$ cat config.mk
export PLATFORM = sky130hd
export DESIGN_NAME = dmem_port_arbiter
export DESIGN_NICKNAME = d
export VERILOG_FILES = /design/src/rtl/dmem_port_arbiter.sv
export SDC_FILE = /design/constraint.sdc
export NUM_CORES = 1
export LEC_CHECK = 0
export ABC_CLOCK_PERIOD_IN_PS = 9700
export BUFFER_PORTS_ARGS = -buffer_cell sky130_fd_sc_hd__clkbuf_2
export CAP_MARGIN = 20
export CORE_AREA = 2 2 231 233
export CTS_BUF_LIST = sky130_fd_sc_hd__clkbuf_16
export CTS_CLUSTER_DIAMETER = 120
export DETAILED_ROUTE_END_ITERATION = 10
export DIE_AREA = 0 0 233 235
export PLACE_DENSITY = 0.55
export SLEW_MARGIN = 5
export SYNTH_ARGS = -nofsm -noshare
export SYNTH_HDL_FRONTEND = slang
export SYNTH_SLANG_ARGS = --single-unit
$ cat constraint.sdc
create_clock -name CLk -period 9.7 [get_ports CLk]
set_input_delay 0 -clock CLk [delete_from_list [all_inputs] [get_ports CLk]]
set_output_delay 0 -clock CLk [all_outputs]
set_load 0.01 [all_outputs]
$ cat src/rtl/dmem_port_arbiter.sv
// Round-robin arbiter sharing one 128-bit line data memory between fetch (port 0) and load/store (port 1).
// Reads hold the address across the memory's refresh period; writes issue a single-cycle word strobe.
module dmem_port_arbiter #(
    parameter int unsigned MEM_LATENCY = 4,
    parameter int unsigned MEM_BYTES   = 1024
) (
    input  logic         CLk,
    input  logic         reset,
    input  logic         req0,
    input  logic         req1,
    input  logic         we0,
    input  logic         we1,
    input  logic [31:0]  addr0,
    input  logic [31:0]  addr1,
    input  logic [31:0]  wdata0,
    input  logic [31:0]  wdata1,
    output logic         ack0,
    output logic         ack1,
    output logic         err0,
    output logic         err1,
    output logic [127:0] rdata0,
    output logic [127:0] rdata1,
    output logic [31:0]  mem_address,
    output logic [31:0]  mem_inputData,
    output logic         mem_writeMem,
    input  logic [127:0] mem_data,
    output logic         busy
);

    localparam int unsigned CNT_W = $clog2(MEM_LATENCY + 1);

    typedef enum logic [2:0] {
        IDLE,
        RD_WAIT,
        WR_PULSE,
        ACK,
        TURN
    } state_t;

    state_t           state;
    logic [CNT_W-1:0] cnt;
    logic             last_grant;
    logic             port_q;

    logic             gnt_valid;
    logic             gnt_port;
    logic             gnt_we;
    logic [31:0]      gnt_addr;
    logic [31:0]      gnt_wdata;
    logic [32:0]      gnt_last_byte;
    logic             gnt_illegal;

    // Winner selection and range check; 33-bit sum so a high address cannot wrap into range.
    always_comb begin
        gnt_valid = req0 | req1;
        gnt_port  = 1'b0;
        if (req0 && req1) begin
            gnt_port = ~last_grant;
        end else if (req1) begin
            gnt_port = 1'b1;
        end
        gnt_we        = gnt_port ? we1 : we0;
        gnt_addr      = gnt_port ? addr1 : addr0;
        gnt_wdata     = gnt_port ? wdata1 : wdata0;
        gnt_last_byte = {1'b0, gnt_addr} + (gnt_we ? 33'd3 : 33'd15);
        gnt_illegal   = gnt_last_byte > 33'(MEM_BYTES - 1);
    end

    always_ff @(posedge CLk or posedge reset) begin
        if (reset) begin
            state         <= IDLE;
            cnt           <= '0;
            last_grant    <= 1'b1;
            port_q        <= 1'b0;
            ack0          <= 1'b0;
            ack1          <= 1'b0;
            err0          <= 1'b0;
            err1          <= 1'b0;
            rdata0        <= '0;
            rdata1        <= '0;
            mem_address   <= '0;
            mem_inputData <= '0;
            mem_writeMem  <= 1'b0;
            busy          <= 1'b0;
        end else begin
            ack0         <= 1'b0;
            ack1         <= 1'b0;
            err0         <= 1'b0;
            err1         <= 1'b0;
            mem_writeMem <= 1'b0;

            case (state)
                IDLE: begin
                    if (gnt_valid) begin
                        last_grant    <= gnt_port;
                        port_q        <= gnt_port;
                        mem_address   <= gnt_addr;
                        mem_inputData <= gnt_wdata;
                        busy          <= 1'b1;
                        if (gnt_illegal) begin
                            state <= ACK;
                            ack0  <= ~gnt_port;
                            ack1  <= gnt_port;
                            err0  <= ~gnt_port;
                            err1  <= gnt_port;
                        end else if (gnt_we) begin
                            state        <= WR_PULSE;
                            mem_writeMem <= 1'b1;
                        end else begin
                            state <= RD_WAIT;
                            cnt   <= '0;
                        end
                    end
                end

                // Address has been stable across a full refresh period by the time cnt reaches the latency.
                RD_WAIT: begin
                    cnt <= cnt + CNT_W'(1);
                    if (cnt == CNT_W'(MEM_LATENCY)) begin
                        state <= ACK;
                        ack0  <= ~port_q;
                        ack1  <= port_q;
                        if (port_q) begin
                            rdata1 <= mem_data;
                        end else begin
                            rdata0 <= mem_data;
                        end
                    end
                end

                WR_PULSE: begin
                    state <= ACK;
                    ack0  <= ~port_q;
                    ack1  <= port_q;
                end

                ACK: begin
                    state <= TURN;
                end

                // Dead cycle lets a registered requester drop req before the next arbitration.
                TURN: begin
                    state <= IDLE;
                    busy  <= 1'b0;
                end

                default: begin
                    state <= IDLE;
                    busy  <= 1'b0;
                end
            endcase
        end
    end

endmodule

# [After elaboration in Yosys (flattened, before gate mapping)]
# Index checks and enable logic that the tools add are counted.
[word_totals] out_inout_bits=326 wordCells=71 inputBits=262 reg_bits=334
[classes] eq_ne=8 muxes=31 addsub=2 n_reduce_logical=10 n_lt_le_gt_ge=1 n_bitwise=5
[ops] operator="$mux W32" n=2
[ops] operator="$add A32 B4 Y33" n=1
[ops] operator="$gt A33 B10 Y1 const B" n=1
[ops] operator="$mux W1" n=16
[ops] operator="$mux W3" n=5
[ops] operator="$pmux W3 S4" n=1
[ops] operator="$ne A2 B2 Y1 const B" n=4
[ops] operator="$eq A3 B2 Y1 const B" n=2
[ops] operator="$pmux W1 S3" n=2
[ops] operator="$pmux W3 S2" n=1
[ops] operator="$reduce_and A2 Y1" n=3
[ops] operator="$reduce_and A3 Y1" n=2
[ops] operator="$mux W2" n=2
[ops] operator="$mux W4" n=1
[ops] operator="$not A1 Y1" n=4
[ops] operator="$reduce_and A4 Y1" n=1
[ops] operator="$add A3 B1 Y3 const B" n=1
[ops] operator="$eq A3 B1 Y1 const B" n=1
[ops] operator="$eq A3 B3 Y1 const B" n=1
[ops] operator="$logic_not A3 Y1" n=1
[ops] operator="$reduce_or A3 Y1" n=1
[ops] operator="$pmux W1 S2" n=1
[ops] operator="$reduce_bool A2 Y1" n=1
[ops] operator="$logic_and A1 B1 Y1" n=1
[ops] operator="$or A1 B1 Y1" n=1

# [Logic depth before layout (Yosys ltp)]
# Gate-level depths: netlist of run 1.
[logic_depth] depth_word=9 ltp_mapped=17 depth_no_buf=12

# [Least setup slack after synthesis of run 1]
# No wires, ideal clock.
[synth_timing] path_kind="reg2reg" from="register last_grant" to="register cnt[0]" stages_incl_launch_ff=16 synth_period_minus_slack_ps=3828 t_arrival_ps=3675 required_ps=9547 n_path_buf=4 slack_ps=5872 setup_time_ps=153 path_cell_list="dfstp_2 > a21boi_1 > buf_2 > buf_4 > buf_2 > buf_1 > mux2i_1 > ha_1 > nor2b_1 > o21a_1 > o221ai_2 > nor4_1 > mux2i_1 > nand4_1 > nor3_4 > a41oi_1"
[synth_via] elab_chain_len=8 word_cells_on_any_way=10 cone_classes="add/sub (1); order compare (1); eq/ne (2); mux (4); bitwise (1); reduce/logical (1)"
[synth_rtl] item="start: declaration" line_no="42" source="logic last_grant;"
[synth_rtl] item="start signal: assignment" line_no="95" source="last_grant <= gnt_port;"
[synth_rtl] item="$not A1 Y1 (*)" line_no="58" source="gnt_port = ~last_grant;"
[synth_rtl] item="$mux W1 (*)" line_no="57" source="if (req0 && req1) begin"
[synth_rtl] item="$mux W1" line_no="62" source="gnt_we = gnt_port ? we1 : we0;"
[synth_rtl] item="$mux W4" line_no="65" source="gnt_last_byte = {1'b0, gnt_addr} + (gnt_we ? 33'd3 : 33'd15);"
[synth_rtl] item="$add A32 B4 Y33" line_no="65"
[synth_rtl] item="$gt A33 B10 Y1" line_no="66" source="gnt_illegal = gnt_last_byte > 33'(MEM_BYTES - 1);"
[synth_rtl] item="$ne A2 B2 Y1 (no source line)"
[synth_rtl] item="$reduce_and A4 Y1 (no source line) (*)"
[synth_rtl] item="end signal: assignment" line_no="118" source="cnt <= cnt + CNT_W'(1);"
[synth_rtl] item="end: declaration" line_no="41" source="logic [CNT_W-1:0] cnt;"
# Every way passes the cells marked *; elsewhere a longest branch is shown, timed or not.
# A chain may end at the register's enable or synchronous reset.

# [Worst setup path after layout of run 1]
[layout_timing] from="register last_grant" to="register ack1"
[layout_via] elab_chain_len=9 word_cells_on_any_way=10 cone_classes="add/sub (1); order compare (1); mux (7); bitwise (1)"
[layout_rtl] item="$not A1 Y1 (*)" line_no="58"
[layout_rtl] item="$mux W1 (*)" line_no="57"
[layout_rtl] item="$mux W1" line_no="62"
[layout_rtl] item="$mux W4" line_no="65"
[layout_rtl] item="$add A32 B4 Y33" line_no="65"
[layout_rtl] item="$gt A33 B10 Y1" line_no="66"
[layout_rtl] item="$mux W1 (*)" line_no="100" source="if (gnt_illegal) begin"
[layout_rtl] item="$mux W1 (*)" line_no="94" source="if (gnt_valid) begin"
[layout_rtl] item="$pmux W1 S3 (*)" line_no="92" source="case (state)"
[layout_rtl] item="end signal: assignment" line_no="103" source="ack1 <= gnt_port;"
[layout_rtl] item="end signal: assignment" line_no="122" source="ack1 <= port_q;"
[layout_rtl] item="end signal: assignment" line_no="134" source="ack1 <= port_q;"
[layout_rtl] item="end: declaration" line_no="18" source="output logic ack1,"
# Marks and branches as above.

==> results of run 1 <==
## timing repair
item,in CTS,in global routing
hold buffers,264,0
hold endpoints to repair,430,0
setup buffers,0,0
## worst max-delay path, delay by kind of cell (launching register included)
kind | cells | cell delay [ns]
AOI/OAI and AO/OA | 4 | 0.74
adders and majority gates | 1 | 0.25
buffers and inverters | 1 | 0.54
DFF | 1 | 0.39
muxes | 2 | 0.48
and+or+nand+nor | 4 | 1.16
## area by class of cell
class | instances | area [um^2] | area share, %
clock inverter | 31 | 220.2 | 1.015
antenna | 2 | 5.005 | 0.02306
timing repair buffer | 861 | 5684 | 26.19
tap | 688 | 860.8 | 3.967
sequential | 334 | 8359 | 38.52
multi-input combinational | 689 | 5513 | 25.40
inverter | 7 | 33.78 | 0.1557
clock buffer | 41 | 1026 | 4.728
## power groups by stage
stage	clock (mW)	sequential [mW]	combinational [mW]
after floorplan	0	2.61	0.863
after global placement	0	2.37	2.07
after detailed placement	0	2.38	2.10
after CTS	1.49	2.37	2.38
after global routing	1.54	2.45	2.57
final	1.43	2.37	2.37
## per-stage QoR
stage          utilization [%]  hold slack, ns  std cells
4_1_cts                  41.52         0.02814       2650
3_5_place_dp             34.07          0.2020       2314
3_3_place_gp             34.07          0.1962       2314
6_report                 41.55         0.04068       2653
2_1_floorplan                -          0.1288       1094
5_1_grt                  41.54         0.09929       2652
## worst max-delay path by stage
stage | to | cells after the start | startpoint | slack, ns
3_5_place_dp | ack1 | 12 | last_grant | 5.98
3_3_place_gp | cnt[0] | 12 | last_grant | 6.10
5_1_grt | ack1 | 12 | last_grant | 5.60
2_1_floorplan | ack0 | 1 | reset | 0.45
6_report | ack1 | 12 | last_grant | 5.96
4_1_cts | cnt[0] | 12 | last_grant | 5.99
## metal layers
| metal | track usage (%) | up-vias | part of all wire [%] |
|---|---|---|---|
| met5 | 0 | - | 0.028 |
| met4 | 7.971 | 2 | 4.5 |
| met3 | 4.102 | 126 | 6.9 |
| met2 | 28.56 | 503 | 50 |
| met1 | 18.47 | 5969 | 39 |
| li1 | - | 5647 | - |
## cell families after synthesis
kind of cell	share of synthesized area, %
AOI/OAI and AO/OA	5.750
xor gates and xnor gates	0.9908
adders and majority gates	0.5308
buffers and inverters	2.167
DFF	59.10
muxes	22.33
and+or+nand+nor	9.130
## flip-flops by register name (all words and copies together), names as in the netlist
register       cells
rdata0           128
rdata1           128
mem_address       32
mem_inputData     32
cnt                3
state              3
ack0               1
ack1               1
busy               1
err0               1
err1               1
last_grant         1
mem_writeMem       1
port_q             1
## cell usage in the layout (no fill, tap or decap), types with 4 or more instances in the layout
master	n
xor2_1	6
nor2_1	34
clkinv_1	11
mux2_2	257
nor4_1	6
o21ai_0	25
mux2i_1	25
inv_1	18
or4_1	5
nand2_1	107
a31oi_1	18
a21oi_1	7
nand3_1	50
clkbuf_16	41
dfrtp_1	333
and3_1	6
clkbuf_2	587
or2_2	4
nand4_1	16
o41ai_1	4
nor3_1	16
ha_1	6
dlygate4sd3_1	264
xnor2_1	10
buf_4	7
a22oi_1	33
==> run metrics, run 1 <==
Post-synth top flop dfrtp_1; Pleak roughly 11 nW; relative slew slack between 30 and 40%; Sw Share 34.09%; final net count 2200; Worst EP arrival 4.14 ns; RSZ-0062 raised after global routing false; # IOs slightly below 600; Reg2Reg Setup Slack roughly 6.0 ns; critical-path cell list a21boi_4, buf_4, mux2i_1, ha_1, nor2b_1, o21a_1, o221ai_2, nor4_1, mux2i_1, nand4_1, nor3_4, o21ai_0; Initial Utilization a little over a quarter; Die X-Extent ~230 um; GRT Total Usage around 16%; Final Max Slew Viols 0; most common library cells after synthesis 333 x dfrtp_1, 257 x mux2_2, 107 x nand2_1; first-pass GRT wire length a little over 70000 um; ranking of synthesized cells by area dfrtp_1 59%, mux2_2 20%, nand2_1 2.8%; area of the mapped netlist 0.01414 mm^2; largest net degree at the start of global routing approximately 160; Root Buffer clkbuf_16; Wirelength per Cell around 17 um; Bufs on Longest Clock Path 3; post-route setup TNS 0 ns; internal power about 4.1 mW; Syn Area/Cell between 10 and 15 um^2; drt drc 0; Max IR drop VDD between 0.1 and 0.15 mV; Distinct cells, synth 63; GRT Residual Overflow 0; sw power between 2 and 2.5 mW; max-cap viol count 0; Port Buffers 587; CP Class reg2reg; slowest CP cell buf_4; clk sinks ~330; hold path start we1; share of power burned in registers between 30% and 40%; Yosys top cell by area dfrtp_1; post-CTS resize count 0; RePlAce Congestion around 0.86; Final Instance Area around 0.022 mm^2; R2R cell count 12; fillers slightly below 5000; status finished, final reports clean; Post-Syn Instances between 1000 and 1500; CP max FO 54; EDFF count, synth 0; Worst setup EP type flip-flop; kind of start point of the critical path flip-flop; PwrDens approximately 280 mW/mm^2; period utilisation layout roughly 39%; Detail Route Antenna Nets 0; vias in the first global route 12860; count leader, synth dfrtp_1; Hold Path End cnt[0]; total die area roughly 0.055 mm^2; final wirelength ~46000 um; worst skew pair latency ~0.54 ns; skew final 0.01058 ns; Core Region between 0.05 and 0.06 mm^2; cell area after placement 0.01780 mm^2; Synth Warn # 0; worst-margin pin slew ~1 ns; Die Height approximately 240 um; vias post-DR ~12000; max incr delay on CP ~0.54 ns; minimum clock period 3.740 ns; Setup Viol. Count Final 0; Power Total about 6 mW; share of layout cells above drive strength 1 between 40% and 50%; Worst R2R End ack1; Area growth syn-to-layout 53.44%; worst path required time ~10 ns; DPL Wire Length between 30000 and 40000 um; Logic pwr share a little under two fifths; CP most frequent cell mux2i_1; Clock Pin Slew Worst Setup and Hold Paths approximately 0.060 ns; R2R Path Start last_grant; max frequency 267.4 MHz; CTS buffer count 39; post-synthesis async set-or-reset flop share 100.0%; clock network fraction of total power about 23%; DRT Pass-1 Iters 5; Yosys top cell area share roughly three fifths; setup ws final a little under 6 ns; Hold Vio Cnt, Final 0; DP Worst Slack ~6.0 ns; worst min path class in2reg; hold path depth 3; row count 84; via/cell ratio 4.616; register area share after synthesis ~59%; initial antenna violation count 2; synthesized flop and latch total approximately 330; Synth Net Count ~1400; H-tree levels 2; CTS tree done; DR iter-0 viols 525
Power figures use the tool's default switching activity.
==> inputs of run 2 (changes only) <==
- ABC_CLOCK_PERIOD_IN_PS: 9700 -> 3300
- clock period: 9.7 -> 3.3 ns (I/O delays scaled with it)
==> run 2 against run 1 <==
Effect of this change: register-to-register slack worse by 5.8 ns; sequential cell count unchanged; first-iteration DRC count up 0.57%; power rose to 3.0 times the previous value; clock power rose to 3.1 times the previous value; sequential share of layout area down 0.57 points; count of clock-buffer cells in the layout unchanged; critical path depth unchanged; via count up 1.3%; die area unchanged; cell area up 1.5%; non-clock buffer count up 14; largest cell class unchanged; largest power group unchanged.
==> run metrics, run 2 (synthesis gave the netlist of run 1 again) <==
DRT Pass-1 Iters 5 (unchanged); max-cap viol count 0 (unchanged); largest net degree at the start of global routing 120 (-23%); Wirelength per Cell 17.63 um (+1.3%); delay-heaviest family, CP simple AND/OR/NAND/NOR gates; RePlAce Congestion 0.9080 (+5.4%); share of layout cells above drive strength 1 48.51% (+1.5 points); Initial Utilization 27.08% (unchanged); Area growth syn-to-layout 55.74%; critical-path cell list a21boi_4, mux2i_4, ha_4, o21ai_0, mux2i_2, o221ai_2, xnor2_1, or4_1, nand4_1, nor3_4, buf_12, a311oi_1; CP Buf/Inv Count 1 (unchanged); minimum clock period 3.170 ns (-0.5696 ns); PwrDens 837.0 mW/mm^2 (+190%); row count 84 (unchanged); Reg area 0.008359 mm^2 (unchanged); Core Region 0.05224 mm^2 (unchanged); Bufs on Longest Clock Path 3 (unchanged); via/cell ratio 4.656 (+0.86%); hold path start req0; commonest cells after routing, fill and taps aside 587 x clkbuf_2, 333 x dfrtp_1, 261 x dlygate4sd3_1; vias in the first global route 12960 (+0.80%); relative slew slack 37.93% (+4.0 points); total die area 0.05476 mm^2 (unchanged); Die X-Extent 233 um (unchanged); # IOs 588 (unchanged); CTS buffer count 39 (unchanged); R2R Path Start last_grant; clk sinks 334 (unchanged); DPL Wire Length 33710 um (+3.9%); final net count 2214 (+0.64%); initial antenna violation count 1 (-1); Hold Vio Cnt, Final 0 (unchanged); Worst EP arrival 3.61 ns (-0.53 ns); GRT Total Usage 16.55% (+0.20 points); top routing layer used met4; Regs by FF count rdata0: 128 flops, rdata1: 128 flops; CTS tree done; status finished, final reports clean; skew final 0.01277 ns (+0.002191 ns); max incr delay on CP 0.57 ns (+0.03 ns); kind of start point of the critical path flip-flop; Clock Pin Slew Worst Setup and Hold Paths 0.06 ns (about the same); CP max FO 10 (-81%); WL met3 3374 um (+5.4%); vias post-DR 12400 (+1.3%); worst skew pair latency 0.54 ns (about the same); R2R cell count 12 (unchanged); Die Height 235 um (unchanged); Hold Path End last_grant; max frequency 315.4 MHz (+18%); Final Max Slew Viols 0 (unchanged); drt drc 0 (unchanged); worst min path class in2reg; cell area after placement 0.01805 mm^2 (+1.4%); Detail Route Antenna Nets 0 (unchanged); worst hold slack 0.07696 ns (+0.03628 ns); slowest CP cell dfstp_2; Worst R2R End state[1]; Worst setup EP type flip-flop; Post-Route M1 WL 17940 um (+0.74%); fillers 4931 (-0.28%); Pleak 10.75 nW (+0.91%); period utilisation layout 96.07% (+58 points); Setup Viol. Count Final 0 (unchanged); DR iter-0 viols 528 (+0.57%); Max IR drop VDD 0.4712 mV (+230%); Port Buffers 587 (unchanged); Met2 Routed Length 23820 um (+3.4%); worst-margin pin slew 0.9292 ns (-0.05472 ns); RSZ-0062 raised after global routing false; Reg2Reg Setup Slack 0.13 ns (-5.83 ns); H-tree levels 2 (unchanged); Root Buffer clkbuf_16; CP Class reg2reg; worst path required time 3.74 ns (-6.36 ns); first-pass GRT wire length 71820 um (+1.0%); commonest non-fill, non-tap cell in the layout clkbuf_2; Power Total 18.44 mW (+200%); final wirelength 46980 um (+1.8%); Final Instance Area 0.02203 mm^2 (+1.5%); hold path depth 4 (+1); GRT Residual Overflow 0 (unchanged); area of the multi-input gates 0.005598 mm^2 (+1.5%)
[run 2: cell count changes in the layout (fill, tap and decap cells not counted), sizes merged]
cell	change
buf	+17
bufinv	+2
clkinv	-3
clkinvlp	+4
diode	-1
dlygate4sd3	-3
inv	-5
[run 2: routing by layer]
metal | GRT usage, % | vias to the layer above
met1 | 18.68 | 6129
met3 | 4.041 | 103
met5 | 0 | -
met2 | 29.62 | 515
met4 | 6.755 | 0
li1 | - | 5657
[run 2: metrics by stage]
| stage | util, % | setup slack [ns] | instances | TNS (ns) |
|---|---|---|---|---|
| floorplan | - | -1.162 | 1094 | -386.88 |
| global placement | 34.56 | 0.1337 | 2332 | 0 |
| detailed placement | 34.56 | 0.1029 | 2332 | 0 |
| CTS | 42.10 | 0.06530 | 2663 | 0 |
| global route | 42.17 | 0.001144 | 2664 | 0 |
| finish | 42.17 | 0.1298 | 2664 | 0 |
[run 2: worst max path at each step]
stage                from        to  slack, ns  cells past startpoint
4_1_cts        last_grant    cnt[0]       0.07                     12
3_3_place_gp   last_grant    cnt[0]       0.13                     12
6_report       last_grant  state[1]       0.13                     12
2_1_floorplan       reset      ack0      -1.16                      1
3_5_place_dp   last_grant  state[1]       0.10                     12
5_1_grt        last_grant  state[1]      0.001                     12
[run 2: repair_timing]
action / in CTS / in global routing
buffers inserted: 0 / 0
hold endpoints to repair: 346 / 0
endpoints found under the setup margin: 0 / 10
hold buffers: 261 / 0
gates resized for setup: 0 / 6
[run 2: power by group]
group          internal [mW]  switching [mW]  leakage, nW  total (mW)
Combinational           3.57            3.42         5.97        6.99
Clock                   2.67            1.78        0.654        4.45
Sequential              5.93            1.07         4.13        7.00
Total                   12.2            6.28         10.8        18.4
[run 2: tightest hold or removal path, stage by stage]
cell	delay [ns]
clkbuf_2	0.18
o21ai_4	0.25
nand2_1	0.14
nand2_1	0.05
[run 2: area by class of cell]
| class | count | share of cell area (%) |
|---|---|---|
| Clock inverter | 29 | 1.352 |
| Multi-Input combinational cell | 689 | 25.41 |
| Sequential cell | 334 | 37.95 |
| Timing Repair Buffer | 875 | 26.57 |
| Antenna cell | 1 | 0.01136 |
| Clock buffer | 41 | 4.658 |
| Inverter | 7 | 0.1363 |
| Tap cell | 688 | 3.908 |
